===== src/rtl/fetch_queue_pkg.sv =====
// Shared types and constants for the instruction-fetch front end.
package fetch_queue_pkg;

    localparam int unsigned DataSize = 32;
    localparam logic [DataSize-1:0] DataBusReset = '0;
    localparam logic [DataSize-1:0] NopInst = 32'h00000013;

    typedef enum logic [1:0] {
        FqIdle = 2'd0,
        FqWait = 2'd1,
        FqDrop = 2'd2
    } fq_state_e;

endpackage


===== src/rtl/fetch_fifo.sv =====
// Small circular buffer of {pc, inst} pairs; clear empties it and beats push/pop.
module fetch_fifo
    import fetch_queue_pkg::*;
#(
    parameter int unsigned DEPTH = 4,
    parameter int unsigned WIDTH = 2 * DataSize
) (
    input  logic                       clk,
    input  logic                       reset,
    input  logic                       push,
    input  logic                       pop,
    input  logic                       clear,
    input  logic [WIDTH-1:0]           din,
    output logic [$clog2(DEPTH):0]     count,
    output logic [WIDTH-1:0]           head,
    output logic                       full,
    output logic                       empty
);

    localparam int unsigned PtrW = $clog2(DEPTH);
    localparam logic [PtrW:0] FullCount = DEPTH[PtrW:0];

    logic [WIDTH-1:0] mem [DEPTH];
    logic [PtrW-1:0]  rd_ptr;
    logic [PtrW-1:0]  wr_ptr;

    always_ff @(posedge clk) begin
        if (push && !clear) begin
            mem[wr_ptr] <= din;
        end
    end

    // Pointers wrap naturally because DEPTH is a power of two.
    always_ff @(posedge clk or posedge reset) begin
        if (reset) begin
            rd_ptr <= '0;
            wr_ptr <= '0;
            count  <= '0;
        end else if (clear) begin
            rd_ptr <= '0;
            wr_ptr <= '0;
            count  <= '0;
        end else begin
            if (push) begin
                wr_ptr <= wr_ptr + 1'b1;
            end
            if (pop) begin
                rd_ptr <= rd_ptr + 1'b1;
            end
            case ({push, pop})
                2'b10:   count <= count + 1'b1;
                2'b01:   count <= count - 1'b1;
                default: count <= count;
            endcase
        end
    end

    assign head  = mem[rd_ptr];
    assign full  = (count == FullCount);
    assign empty = (count == '0);

endmodule


===== src/rtl/fetch_queue.sv =====
// Fetch front end: owns the fetch PC, issues one imem request at a time and
// queues returned {pc, inst} pairs for IF_ID; redirects flush and refetch.
module fetch_queue
    import fetch_queue_pkg::*;
#(
    parameter int unsigned       DEPTH    = 4,
    parameter int unsigned       DATA_W   = DataSize,
    parameter logic [DATA_W-1:0] RESET_PC = '0,
    parameter logic [DATA_W-1:0] NOP_INST = DATA_W'(NopInst)
) (
    input  logic              clk,
    input  logic              reset,
    input  logic              redirect,
    input  logic [DATA_W-1:0] redirectAddr,
    input  logic              locker,
    output logic              imemReq,
    output logic [DATA_W-1:0] imemAddr,
    input  logic              imemGnt,
    input  logic              imemValid,
    input  logic [DATA_W-1:0] imemData,
    output logic              instValid,
    output logic [DATA_W-1:0] instOut,
    output logic [DATA_W-1:0] pcOut
);

    localparam int unsigned CntW = $clog2(DEPTH) + 1;

    fq_state_e           state;
    logic [DATA_W-1:0]   fetch_pc;
    logic [DATA_W-1:0]   pc_of_req;
    logic [CntW-1:0]     fifo_count;
    logic [2*DATA_W-1:0] fifo_head;
    logic                fifo_full;
    logic                fifo_empty;
    logic                push;
    logic                pop;

    // Issue only with room guaranteed, so a response never meets a full FIFO.
    assign imemReq  = !reset && (state == FqIdle) && !fifo_full && !redirect;
    assign imemAddr = fetch_pc;
    assign push     = (state == FqWait) && imemValid && !redirect;
    assign pop      = !fifo_empty && !locker && !redirect;

    always_ff @(posedge clk or posedge reset) begin
        if (reset) begin
            state     <= FqIdle;
            fetch_pc  <= RESET_PC;
            pc_of_req <= DATA_W'(DataBusReset);
        end else if (redirect) begin
            fetch_pc <= redirectAddr;
            // An outstanding request still owes a response that must be discarded.
            unique case (state)
                FqWait:  state <= imemValid ? FqIdle : FqDrop;
                FqDrop:  state <= imemValid ? FqIdle : FqDrop;
                default: state <= state;
            endcase
        end else begin
            unique case (state)
                FqIdle: begin
                    if (imemReq && imemGnt) begin
                        fetch_pc  <= fetch_pc + DATA_W'(4);
                        pc_of_req <= fetch_pc;
                        state     <= FqWait;
                    end
                end
                FqWait, FqDrop: begin
                    if (imemValid) begin
                        state <= FqIdle;
                    end
                end
                default: state <= FqIdle;
            endcase
        end
    end

    fetch_fifo #(
        .DEPTH (DEPTH),
        .WIDTH (2 * DATA_W)
    ) u_fifo (
        .clk   (clk),
        .reset (reset),
        .push  (push),
        .pop   (pop),
        .clear (redirect),
        .din   ({pc_of_req, imemData}),
        .count (fifo_count),
        .head  (fifo_head),
        .full  (fifo_full),
        .empty (fifo_empty)
    );

    assign instValid = !fifo_empty;
    assign instOut   = fifo_empty ? NOP_INST : fifo_head[DATA_W-1:0];
    assign pcOut     = fifo_empty ? DATA_W'(DataBusReset) : fifo_head[2*DATA_W-1:DATA_W];

endmodule


===== config.mk =====
export PLATFORM = sky130hd
export DESIGN_NAME = fetch_queue
export DESIGN_NICKNAME = d
export VERILOG_FILES = /design/src/rtl/fetch_queue_pkg.sv /design/src/rtl/fetch_fifo.sv /design/src/rtl/fetch_queue.sv
export SDC_FILE = /design/constraint.sdc
export NUM_CORES = 1
export LEC_CHECK = 0
export CORE_AREA = 5 5 178 180
export CTS_BUF_LIST = sky130_fd_sc_hd__clkbuf_4 sky130_fd_sc_hd__clkbuf_8 sky130_fd_sc_hd__clkbuf_16
export DETAILED_ROUTE_END_ITERATION = 12
export DIE_AREA = 0 0 183 185
export PLACE_DENSITY = 0.65
export SKIP_LAST_GASP = 1
export SLEW_MARGIN = 40
export SYNTH_ARGS = -nofsm -noshare
export SYNTH_HDL_FRONTEND = slang
export SYNTH_SLANG_ARGS = --single-unit
export TNS_END_PERCENT = 100

===== constraint.sdc =====
create_clock -name clk -period 5.7 [get_ports clk]
set_input_delay 1.14 -clock clk [delete_from_list [all_inputs] [get_ports clk]]
set_output_delay 1.14 -clock clk [all_outputs]
set_load 0.01 [all_outputs]

== Word-level counts from Yosys, hierarchy flattened ==
Memory sizes are Yosys's and may differ from the RTL's.
Index checks and enable logic that the tools add are counted.
W data, S select, Z words.

* RAM bits: 256
* Input port bits: 70
* Memories kept: 1
* Output and inout bits: 98
* Register bits: 73
* Logic and storage cells: 65

{| class="wikitable"
|+ Memories
! memory !! depth !! width !! read ports !! clocked after Yosys merged registers in !! write ports !! line !! RTL
|-
| u_fifo.mem || 4 || 64 || 1 || 0 || 1 || fetch_fifo.sv:23 || <nowiki>logic [WIDTH-1:0] mem [DEPTH];</nowiki>
|}

* Multiplexer cells: 19
* Bitwise operators: 1
* Add/sub/neg operators: 5
* Reduce and logical (&&, ||, !) cells: 25
* Eq/ne operators: 8

{| class="wikitable"
|+ Operators by type and width
! operator !! number
|-
| $mux W32 || 5
|-
| $add A32 B3 Y32 const B || 1
|-
| $mux W2 || 9
|-
| $logic_and A1 B1 Y1 || 9
|-
| $reduce_bool A2 Y1 || 4
|-
| $pmux W3 S2 || 1
|-
| $reduce_and A3 Y1 || 2
|-
| $logic_not A1 Y1 || 5
|-
| $add A2 B1 Y2 const B || 2
|-
| $eq A2 B1 Y1 const B || 2
|-
| $eq A2 B2 Y1 const B || 2
|-
| $pmux W2 S2 || 1
|-
| $add A3 B1 Y3 const B || 1
|-
| $eq A3 B3 Y1 const B || 1
|-
| $logic_not A3 Y1 || 1
|-
| $mux W3 || 1
|-
| $ne A3 B1 Y1 const B || 1
|-
| $ne A3 B2 Y1 const B || 1
|-
| $reduce_bool A3 Y1 || 1
|-
| $sub A3 B1 Y3 const B || 1
|-
| $logic_not A2 Y1 || 1
|-
| $mux W1 || 2
|-
| $ne A2 B2 Y1 const B || 1
|-
| $reduce_and A2 Y1 || 1
|-
| other kinds (2) || 2
|}

== Longest topological paths before layout ==
Gate-level depths: netlist of run 1.

* Word-level depth: 8
* Gate-level depth with buffers: 9
* Mapped depth without buffers: 9

== Hierarchy ==
A second synthesis of run 1 with hierarchy kept.

* Cells, all modules: 802
* Area, all modules: 13366.6 µm²

{| class="wikitable"
|+ By module, submodules not included
! module !! cells each !! seq. area each (µm²) !! times used !! area an instance (µm²)
|-
| fetch_fifo || 378 || 7862.5 || 1 || 9673.0
|-
| fetch_queue || 424 || 1651.6 || 1 || 3693.5
|}

== Least setup slack after synthesis of run 1 ==
OpenSTA, ideal clock, no wires.

* Path kind: input to register
* Start point: input port redirect
* End point: memory u_fifo.mem[0][0] (netlist name) (enable)
* Data arrival time: 3.046 ns
* Stages on the path: 3
* Setup time: 0.429 ns
* Buffers on the path: 1
* Setup slack: 2.225 ns
* Data required time: 5.271 ns
* Cells stage by stage: clkbuf_1 nor2_1 and2_1

* Word-level cells in the longest chain between the ends: 5

{| class="wikitable"
|+ RTL lines
! element !! line !! RTL
|-
| start: declaration || fetch_queue.sv:13 || <nowiki>input logic redirect,</nowiki>
|-
| $logic_not A1 Y1 (*) || fetch_fifo.sv:28, fetch_queue.sv:41 ||
|-
| $logic_and A1 B1 Y1 || fetch_queue.sv:41 || <nowiki>assign push = (state == FqWait) && imemValid && !redirect;</nowiki>
|-
| $logic_and A1 B1 Y1 (*) || fetch_fifo.sv:28 || <nowiki>if (push && !clear) begin</nowiki>
|-
| $mux W1 (*) || fetch_fifo.sv:28 ||
|-
| $mux W1 (not written as such) (*) || fetch_fifo.sv:29 || <nowiki>mem[wr_ptr] <= din;</nowiki>
|-
| end: declaration || fetch_fifo.sv:23 ||
|}

Mark *: on every way between the ends. The rest lies on a longest branch, timed or not.

== Final worst setup path of run 1 ==
* Start point: register u_fifo.rd_ptr[0]
* End point: output port pcOut[18]

* Word-level cells in the longest chain between the ends: 2

{| class="wikitable"
|+ RTL lines
! element !! line !! RTL
|-
| start: declaration || fetch_fifo.sv:24 || <nowiki>logic [PtrW-1:0] rd_ptr;</nowiki>
|-
| start signal: assignment || fetch_fifo.sv:48 || <nowiki>rd_ptr <= rd_ptr + 1'b1;</nowiki>
|-
| $mem_v2 Z4 W64 || -- ||
|-
| $mux W32 || fetch_queue.sv:94 || <nowiki>assign pcOut = fifo_empty ? DATA_W'(DataBusReset) : fifo_head[2*DATA_W-1:DATA_W];</nowiki>
|-
| end: declaration || fetch_queue.sv:23 || <nowiki>output logic [DATA_W-1:0] pcOut</nowiki>
|}

No other way between the ends.

==> results of run 1 <==
==> worst max-delay path, cell delays in order (launching register included) <==
cell	delay, ps
sky130_fd_sc_hd__dfrtp_4	870
sky130_fd_sc_hd__buf_4	470
sky130_fd_sc_hd__mux4_2	540
sky130_fd_sc_hd__and2_1	190
sky130_fd_sc_hd__clkdlybuf4s50_1	490
==> path summary, 6_finish.rpt <==
check / from / end / slack (ps)
max: u_fifo.rd_ptr[0] / pcOut[18] / 1480
min: state[1] / state[1] / 510
max reg2reg: state[1] / u_fifo.mem[1][63] / 3060
min reg2reg: state[1] / state[1] / 510
max in group asynchronous: reset / u_fifo.rd_ptr[1] / 3550
min in group asynchronous: reset / imemAddr[26] / 1080
==> sequential cells by signal (all words and copies together) (netlist names) <==
signal	flops
state	2
pc_of_req	32
imemAddr	32
u_fifo.count	3
u_fifo.mem	256
u_fifo.wr_ptr	2
u_fifo.rd_ptr	2
==> cells in the final DEF (no fill, tap or decap), drive strengths merged, types with 2 or more instances in the layout <==
master         netlist  final
a31oi                4      4
o211ai               2      2
nand2              122    122
buf                 16     16
nor4                 3      3
nand4               10     10
dfrtp               73     73
mux2                 3      3
and3                 7      7
o311ai               2      2
clkbuf              24     53
or3                  2      2
clkinv               0      7
and4                 3      3
a21oi                4      4
bufinv               0      2
inv                 11     11
edfxtp             256    256
o221a                2      2
and2                65     65
o21ai               28     28
or2                  4      4
nor2                20     20
mux2i                5      5
nand3               20     20
or4                  3      3
clkdlybuf4s50        0    166
a221o                2      2
or4b                 2      2
ha                   7      7
nor3                 9      9
mux4                64     64
xor2                12     12
xnor2                9      9
==> where the power goes <==
part | leakage, nW | internal [mW] | switching (mW)
clock | 0.587 | 1.38 | 0.877
sequential | 3.22 | 2.90 | 0.272
combinational | 1.98 | 0.955 | 0.802
==> layer usage <==
metal  vias up  track usage, %  part of all wire [%]
li1       3410               -                     -
met3        35            4.26                   6.8
met5         -               0                 0.067
met1      3894            25.1                    45
met4         2            3.75                   1.4
met2       230            28.4                    47
==> cell type report <==
cell class / instances / share of cell area [%]
Clock inverter: 9 / 0.624
Clock buffer: 53 / 6.36
Tap cell: 396 / 2.98
Multi-Input combinational cell: 426 / 21.6
Timing Repair Buffer: 182 / 10.9
Sequential cell: 329 / 57.2
Inverter: 11 / 0.271
==> kinds of logic (layout without fill, tap and decap cells) <==
family                   count (synthesis)  in the layout
flip-flops                             329            329
AND/OR/NAND/NOR                        274            274
multiplexers                            72             72
AO/OA/AOI/OAI                           51             51
buffers and inverters                   51            255
XOR/XNOR                                21             21
adder cells (fa/ha/maj)                  8              8
==> stage by stage <==
stage,utilization (%),hold WS [ps],power (mW),instances
after floorplan,-,473,4.10,806
after global placement,51.3,495,4.98,1341
after detailed placement,51.5,495,5.01,1344
after CTS,55.4,513,7.29,1406
after global routing,55.4,530,7.55,1406
final,55.4,509,7.18,1406
==> impl_summary.txt, run 1 <==
----------------------------------------------------
[Logic synthesis]
  Count of flip-flops with a built-in enable after synthesis ... 256
  Simple-gate area share of the yosys netlist ... between 10% and 20%
  Share of synthesized area occupied by flip-flops and latches ... 71.6%
  Area share of the largest cell type after synthesis ... about 58%
  Synthesized instance count ... about 810
  Leading cell type by number of instances after synthesis ... sky130_fd_sc_hd__edfxtp_1
  Fraction of registers with async set or reset after synthesis ... 22.2%
  Mux share of post-synthesis cell area ... between 10% and 20%
  Top post-synthesis cells by count ... sky130_fd_sc_hd__edfxtp_1, sky130_fd_sc_hd__nand2_1, sky130_fd_sc_hd__dfrtp_1
  Largest cells by area after synthesis ... sky130_fd_sc_hd__edfxtp_1, sky130_fd_sc_hd__dfrtp_1, sky130_fd_sc_hd__mux4_2
  Average cell area after synthesis ... 16.5 um2
  Netlist cell types ... 54
  Fraction of the mapped netlist area in compound gates ... 2.41%
  Synth Register Bits ... 329
  Net count of the mapped netlist ... 884
  Dominant combinational cell family by area after synthesis ... multiplexers
  Mapped Area ... 13300 um2
  Top_reg_cell synth ... sky130_fd_sc_hd__edfxtp_1
  XOR/XNOR share of the synthesized area ... 1.38%
  Cell accounting for the most synthesized area ... sky130_fd_sc_hd__edfxtp_1
  Number of warning messages in the yosys log ... 0
  Adder and majority gate portion of the synthesized area ... 0.810%

[Global route]
  Pin count of the biggest net entering global routing ... 63
  Global routing usage summed across all routing layers ... 17.7%
  Vias in the first global route ... around 8000
  First-pass GRT wire length ... 46.5 mm
  Total congestion overflow ... 0
  Initial antenna violation count ... 1

[Power]
  Power per unit of standard cell area ... 432 nW/um2
  Maximum VDD drop ... roughly 240 uV
  Static leakage ... roughly 5.8 nW

[STA]
  Pins over their slew limit ... 0
  Crit path time final ... 4220 ps
  Setup repair after global routing missed its margin ... no
  Setup slack of the critical path after layout ... 1480 ps
  Hold violation count in the final report ... 0
  Summed negative setup slack over all endpoints ... 0 ps
  Final critical-path share of the clock period ... 74.0%
  Actual slew at the worst max-slew pin ... 815 ps
  Max_slew headroom ... 45.5%
  Final clock skew ... 7.85 ps
  Final setup viols ... 0
  Timing-limited maximum frequency ... 237 MHz

[Die]
  Starting density of the core ... 44.3%
  Area of the die ... 33900 um2
  Core region area ... ~30000 um2
  Number of core rows ... 64
  Vertical die dimension ... around 190 um
  Io pins ... 168
  X dimension of the die ... 183 um

[CTS]
  Clock network latency to the later pin of the worst-skew pair ... 500 ps
  Sinks on Clock Net ... between 300 and 400
  Clock slew at the register clock pins of the worst setup and hold paths ... 60 ps
  Count of hold-fix buffers inserted at cts ... 0
  Max Buffers Root-to-Sink ... 3
  Cell at the root of the clock tree ... sky130_fd_sc_hd__clkbuf_16
  H-Tree Level Count ... 2
  CTS resizes ... 0
  Number of CTS-inserted buffers ... 35
  Count of buffers added by post-CTS timing repair for setup ... 0
  CTS tree ... done

[Finish]
  Area growth, synth to finish ... 25.2%
  Layout cells sized above 1 ... 16.6%
  Post-route design area ... 16600 um2
  Multi-input combinational cell area ... ~3600 um2
  Nets@finish ... approximately 1100
  Combined flip-flop and latch cell area ... approximately 9500 um2
  Antenna Diode Count ... 0
  Layout filler cell count ... 2463

[Detailed routing]
  Via count of the routed design ... 7571
  Total detailed-routing wirelength ... 29.8 mm
  Vias per std cell ... roughly 5.4
  Wire length per cell ... roughly 21 um
  Remaining routing DRC violations ... 0
  Antenna Violating Nets Remaining ... 0
  Number of search-and-repair iterations in the first detailed-routing pass ... 5
  Number of DRC markers after the initial detailed-route iteration ... 455

[Placed design]
  Instance area after placement ... 15500 um2
  Gpl congestion ... around 0.80
  Sum of net half-perimeters after detailed placement ... roughly 18 mm
  Number of port buffers ... 167
  Post-place setup slack ... a little under 2000 ps

[Min path]
  Worst min path class ... register to register
  Hold path depth ... 1

[Setup path]
  Arrival time of data at the critical path endpoint ... roughly 3000 ps
  Category of the worst setup path capture point ... output pin
  Critical path required time ... 4560 ps
  Biggest fanout along the worst timing path ... 32
  Kind of critical path ... register to output pin
  Reg2Reg Depth ... 6
  Startpoint Class ... register

[Run status]
  Status ... completed

[Job]
  Maxcap violations ... 0

----------------------------------------------------
No activity file was read; power rests on OpenSTA's default activity.
==> inputs of run 2 (changes only) <==
==> constraint.sdc (replaced) <==
create_clock -name clk -period 3.94 [get_ports clk]
set_input_delay 0.788 -clock clk [delete_from_list [all_inputs] [get_ports clk]]
set_output_delay 0.788 -clock clk [all_outputs]
set_load 0.01 [all_outputs]
==> impl_summary.txt, run 2 (synthesized netlist as in run 1, its figures left out) <==
----------------------------------------------------
[Detailed routing]
  Vias per std cell ... 5.27
  Remaining routing DRC violations ... 0
  Number of DRC markers after the initial detailed-route iteration ... 487
  Antenna Violating Nets Remaining ... 0
  Via count of the routed design ... 7439
  Total detailed-routing wirelength ... around 29 mm
  Wire length per cell ... slightly above 20 um
  Number of search-and-repair iterations in the first detailed-routing pass ... 5

[Finish]
  Nets@finish ... approximately 1100
  Post-route design area ... 16700 um2
  Area growth, synth to finish ... 25.6%
  Register with the most flip-flops ... u_fifo.mem
  Number of flip-flops under the largest register name ... 256
  Most common library cell in the layout ignoring fill and taps ... sky130_fd_sc_hd__edfxtp_1
  Antenna Diode Count ... 0
  Commonest cells after routing, fill and taps aside ... sky130_fd_sc_hd__edfxtp_1, sky130_fd_sc_hd__clkdlybuf4s50_1, sky130_fd_sc_hd__nand2_1, sky130_fd_sc_hd__dfrtp_1, sky130_fd_sc_hd__mux4_2
  Layout Cells excl Fill ... 1411
  Layout cells sized above 1 ... 16.7%

[Global route]
  Global routing usage summed across all routing layers ... ~17%
  Initial antenna violation count ... 0
  First-pass GRT wire length ... ~45 mm
  Vias in the first global route ... approximately 7600
  Pin count of the biggest net entering global routing ... 56
  Total congestion overflow ... 0

[Setup path]
  Launching element of the worst setup path ... u_fifo.rd_ptr[0]
  Arrival time of data at the critical path endpoint ... 2670 ps
  Critical Path End ... pcOut[31]
  Category of the worst setup path capture point ... output pin
  Reg2Reg Depth ... 6
  Critical path required time ... ~3200 ps
  Kind of critical path ... register to output pin
  Startpoint Class ... register
  Critical register-to-register path startpoint ... imemAddr[2]
  End of the worst register-to-register path ... imemAddr[22]
  Biggest fanout along the worst timing path ... 19
  Worst R2R Setup Slack ... roughly 1500 ps

[STA]
  Setup repair after global routing missed its margin ... no
  Actual slew at the worst max-slew pin ... 787 ps
  Final critical-path share of the clock period ... between 80 and 90%
  Timing-limited maximum frequency ... 289 MHz
  Summed negative setup slack over all endpoints ... 0 ps
  Final worst hold slack ... between 500 and 600 ps
  Hold violation count in the final report ... 0
  Final setup viols ... 0
  Final clock skew ... 24.8 ps
  Pins over their slew limit ... 0
  Crit path time final ... 3460 ps
  Max_slew headroom ... between 40% and 50%

[CTS]
  CTS resizes ... 0
  CTS tree ... done
  Count of hold-fix buffers inserted at cts ... 0
  Count of buffers added by post-CTS timing repair for setup ... 0
  Clock slew at the register clock pins of the worst setup and hold paths ... 60 ps
  H-Tree Level Count ... 2
  Clock network latency to the later pin of the worst-skew pair ... 510 ps
  Max Buffers Root-to-Sink ... 3
  Number of CTS-inserted buffers ... 34
  Cell at the root of the clock tree ... sky130_fd_sc_hd__clkbuf_16
  Sinks on Clock Net ... 329

[Power]
  Comb power frac ... 25.4%
  Switching part of the total power ... 27.0%
  Cell internal pwr ... 7.54 mW
  Relative contribution of sequential cells to total power ... 44.2%
  Clock Power Share ... slightly above 30%
  Power per unit of standard cell area ... between 600 and 700 nW/um2
  Power spent charging and discharging nets ... between 2 and 3 mW
  Maximum VDD drop ... 274 uV
  Total Power ... 10.3 mW
  Static leakage ... 5.81 nW

[Die]
  X dimension of the die ... 183 um
  Area of the die ... roughly 34000 um2
  Core region area ... 30000 um2
  Vertical die dimension ... roughly 190 um
  Starting density of the core ... 44.3%
  Io pins ... between 150 and 200
  Number of core rows ... 64

[Placed design]
  Number of port buffers ... 167
  Gpl congestion ... 0.818
  Sum of net half-perimeters after detailed placement ... 18.7 mm
  Instance area after placement ... 15600 um2
  Cell count after placement ... about 1400

[Min path]
  Hold path startpoint ... state[1]
  Worst min path class ... register to register
  Hold path depth ... 1

[Run status]
  Status ... completed

[Job]
  Maxcap violations ... 0

----------------------------------------------------
[run 2: per-stage QoR]
step / setup WS, ps / util, %
6_report: 482 / 55.6
5_1_grt: 339 / 55.6
4_1_cts: 400 / 55.6
3_5_place_dp: 908 / 51.9
3_3_place_gp: 903 / 51.9
2_1_floorplan: 817 / -
[run 2: per-layer routing]
metal,vias to the layer above,wire length (um),track usage (%)
li1,3431,-,-
met1,3745,12900,24.9
met2,232,13300,26.3
met3,31,2040,4.20
met4,0,386,3.78
met5,-,0,0
[run 2: power groups by stage]
stage               clock, mW  sequential (mW)  combinational [mW]
global placement            0             4.61                2.66
finish                   3.14             4.56                2.63
CTS                      3.22             4.56                2.70
detailed placement          0             4.63                2.68
global route             3.38             4.62                2.87
floorplan                   0             4.47                1.46
[run 2: worst min path at each step]
stage	to	slack, ps
finish	state[1]	520
floorplan	state[1]	470
global route	pc_of_req[0]	540
global placement	state[1]	490
detailed placement	state[1]	500
CTS	state[1]	510
[run 2: cell type report]
cell class	count	area (um2)
Fill cell	2404	13300
Sequential cell	329	9520
Multi-Input combinational cell	426	3590
Timing Repair Buffer	189	1930
Clock buffer	48	997
Tap cell	396	495
Clock inverter	12	113
Inverter	11	46.3
[run 2: critical path, cell delays in order, from the launching register on]
cell and delay, ps:
sky130_fd_sc_hd__dfrtp_4 690, sky130_fd_sc_hd__buf_4 310, sky130_fd_sc_hd__mux4_2 520, sky130_fd_sc_hd__and2_1 180, sky130_fd_sc_hd__clkdlybuf4s50_1 470
==> inputs of run 3 (changes only) <==
--- a/config.mk
+++ b/config.mk
@@ -5,11 +5,11 @@
 export SDC_FILE = /design/constraint.sdc
 export NUM_CORES = 1
 export LEC_CHECK = 0
-export CORE_AREA = 5 5 178 180
+export CORE_AREA = 5 5 136 236
 export CTS_BUF_LIST = sky130_fd_sc_hd__clkbuf_4 sky130_fd_sc_hd__clkbuf_8 sky130_fd_sc_hd__clkbuf_16
 export DETAILED_ROUTE_END_ITERATION = 12
-export DIE_AREA = 0 0 183 185
-export PLACE_DENSITY = 0.65
+export DIE_AREA = 0 0 141 241
+export PLACE_DENSITY = 0.64
 export SKIP_LAST_GASP = 1
 export SLEW_MARGIN = 40
 export SYNTH_ARGS = -nofsm -noshare
==> impl_summary.txt, run 3 (synthesized netlist as in run 1, its figures left out) <==
----------------------------------------------------
[Global route]
  Initial antenna violation count ... 0
  GRT met3 Usage ... ~2.5%
  Global routing usage on met2 ... 30.3%
  Routing layer with the top usage in global route ... met2
  Fraction of met1 tracks used by global routing ... around a fifth
  Global routing usage summed across all routing layers ... between 15 and 20%
  Pin count of the biggest net entering global routing ... 63
  Total congestion overflow ... 0
  Vias in the first global route ... 7842
  First-pass GRT wire length ... 44.6 mm

[CTS]
  Max Buffers Root-to-Sink ... 3
  Sinks on Clock Net ... 329
  Count of buffers added by post-CTS timing repair for setup ... 0
  Cell at the root of the clock tree ... sky130_fd_sc_hd__clkbuf_16
  Clock network latency to the later pin of the worst-skew pair ... approximately 540 ps
  Clock slew at the register clock pins of the worst setup and hold paths ... 70 ps
  Number of CTS-inserted buffers ... 28
  CTS tree ... done
  CTS resizes ... 0
  H-Tree Level Count ... 1
  Count of hold-fix buffers inserted at cts ... 0

[Finish]
  Combined flip-flop and latch cell area ... 9520 um2
  Layout Cells excl Fill ... 1392
  Layout filler cell count ... 2457
  Layout cells sized above 1 ... 15.9%
  Commonest cells after routing, fill and taps aside ... sky130_fd_sc_hd__edfxtp_1, sky130_fd_sc_hd__clkdlybuf4s50_1, sky130_fd_sc_hd__nand2_1, sky130_fd_sc_hd__dfrtp_1, sky130_fd_sc_hd__mux4_2
  Number of flip-flops under the largest register name ... 256
  Nets@finish ... roughly 1100
  Area growth, synth to finish ... 24.4%
  Multi-input combinational cell area ... 3590 um2
  Post-route design area ... 16500 um2
  Register with the most flip-flops ... u_fifo.mem
  Antenna Diode Count ... 0
  Most common library cell in the layout ignoring fill and taps ... sky130_fd_sc_hd__edfxtp_1
  Post-route core utilization ... 55.4%

[Power]
  Cell internal pwr ... 7.33 mW
  Switching part of the total power ... 26.6%
  Static leakage ... around 5.7 nW
  Total Power ... approximately 10 mW
  Power spent charging and discharging nets ... 2.66 mW
  Clock Power Share ... slightly below 30%
  Relative contribution of sequential cells to total power ... 45.6%
  Maximum VDD drop ... 334 uV
  Comb power frac ... between 20% and 30%
  Power per unit of standard cell area ... roughly 600 nW/um2

[STA]
  Setup slack of the critical path after layout ... between 300 and 400 ps
  Hold violation count in the final report ... 0
  Final clock skew ... approximately 9.3 ps
  Setup repair after global routing missed its margin ... no
  Final critical-path share of the clock period ... 90.8%
  Pins over their slew limit ... 0
  Max_slew headroom ... roughly 46%
  Crit path time final ... 3580 ps
  Final setup viols ... 0
  Timing-limited maximum frequency ... 279 MHz
  Final worst hold slack ... 509 ps
  Summed negative setup slack over all endpoints ... 0 ps
  Actual slew at the worst max-slew pin ... between 800 and 900 ps

[Placed design]
  Sum of net half-perimeters after detailed placement ... around 18 mm
  Gpl congestion ... 0.808
  Cell count after placement ... 1342
  Instance area after placement ... 15500 um2
  Post-place setup slack ... roughly 860 ps
  Number of port buffers ... roughly 170

[Die]
  Vertical die dimension ... approximately 240 um
  Io pins ... 168
  X dimension of the die ... 141 um
  Number of core rows ... 84
  Core region area ... 29800 um2
  Area of the die ... 34000 um2
  Starting density of the core ... 44.5%

[Run status]
  Status ... completed

[Detailed routing]
  Number of DRC markers after the initial detailed-route iteration ... 424
  Total detailed-routing wirelength ... 28.2 mm
  Wire length per cell ... roughly 20 um
  Vias per std cell ... 5.28
  Via count of the routed design ... 7347
  Remaining routing DRC violations ... 0
  Antenna Violating Nets Remaining ... 0
  Number of search-and-repair iterations in the first detailed-routing pass ... 4

[Setup path]
  Critical Path Max Stage Delay ... 630 ps
  Category of the worst setup path capture point ... output pin
  Arrival time of data at the critical path endpoint ... around 2800 ps
  Kind of critical path ... register to output pin
  Critical path required time ... ~3200 ps
  Sequence of cells on the critical path ... buf_4, mux4_2, or2_2, clkdlybuf4s50_1
  Critical-path cell with the highest stage delay ... sky130_fd_sc_hd__dfrtp_4
  Startpoint Class ... register
  Biggest fanout along the worst timing path ... 16

[Job]
  Maxcap violations ... 0

[Min path]
  Worst min path class ... register to register

----------------------------------------------------
run 3: area by class of cell:
class / count / area share [%]
repair buffers: 189 / 11.5
clock inverters: 9 / 0.689
multi-input cells: 426 / 21.7
inverters: 11 / 0.288
flip-flops and latches: 329 / 57.6
well taps: 387 / 2.93
clock buffers: 41 / 5.30
run 3: worst max-delay path, delay by kind of cell, from the launching register on:
family	cells	cell delay, ps
simple gates	1	310
flops	1	630
buf+inv	2	770
mux	1	530
run 3: power by group through the flow:
stage | clock network, mW | registers, mW | logic, mW
6_report | 2.90 | 4.55 | 2.54
3_3_place_gp | 0 | 4.61 | 2.58
3_5_place_dp | 0 | 4.63 | 2.60
4_1_cts | 2.98 | 4.56 | 2.61
5_1_grt | 3.12 | 4.61 | 2.79
2_1_floorplan | 0 | 4.47 | 1.46
run 3: path summary, 6_finish.rpt:
path	cells past startpoint	slack, ps	from	endpoint
worst min-delay path	1	510	state[1]	state[1]
max in group asynchronous	3	2570	reset	pc_of_req[14]
worst max-delay path	4	360	u_fifo.rd_ptr[0]	instOut[0]
worst max register to register	6	1350	u_fifo.count[0]	imemAddr[8]
worst min register to register	1	510	state[1]	state[1]
min in group asynchronous	2	690	reset	imemAddr[23]
run 3: metal layers:
metal  part of all wire (%)  up-vias
met5                      0        -
met4                    1.9        0
met3                    4.5       33
met2                     53      202
met1                     41     3698
li1                       -     3414
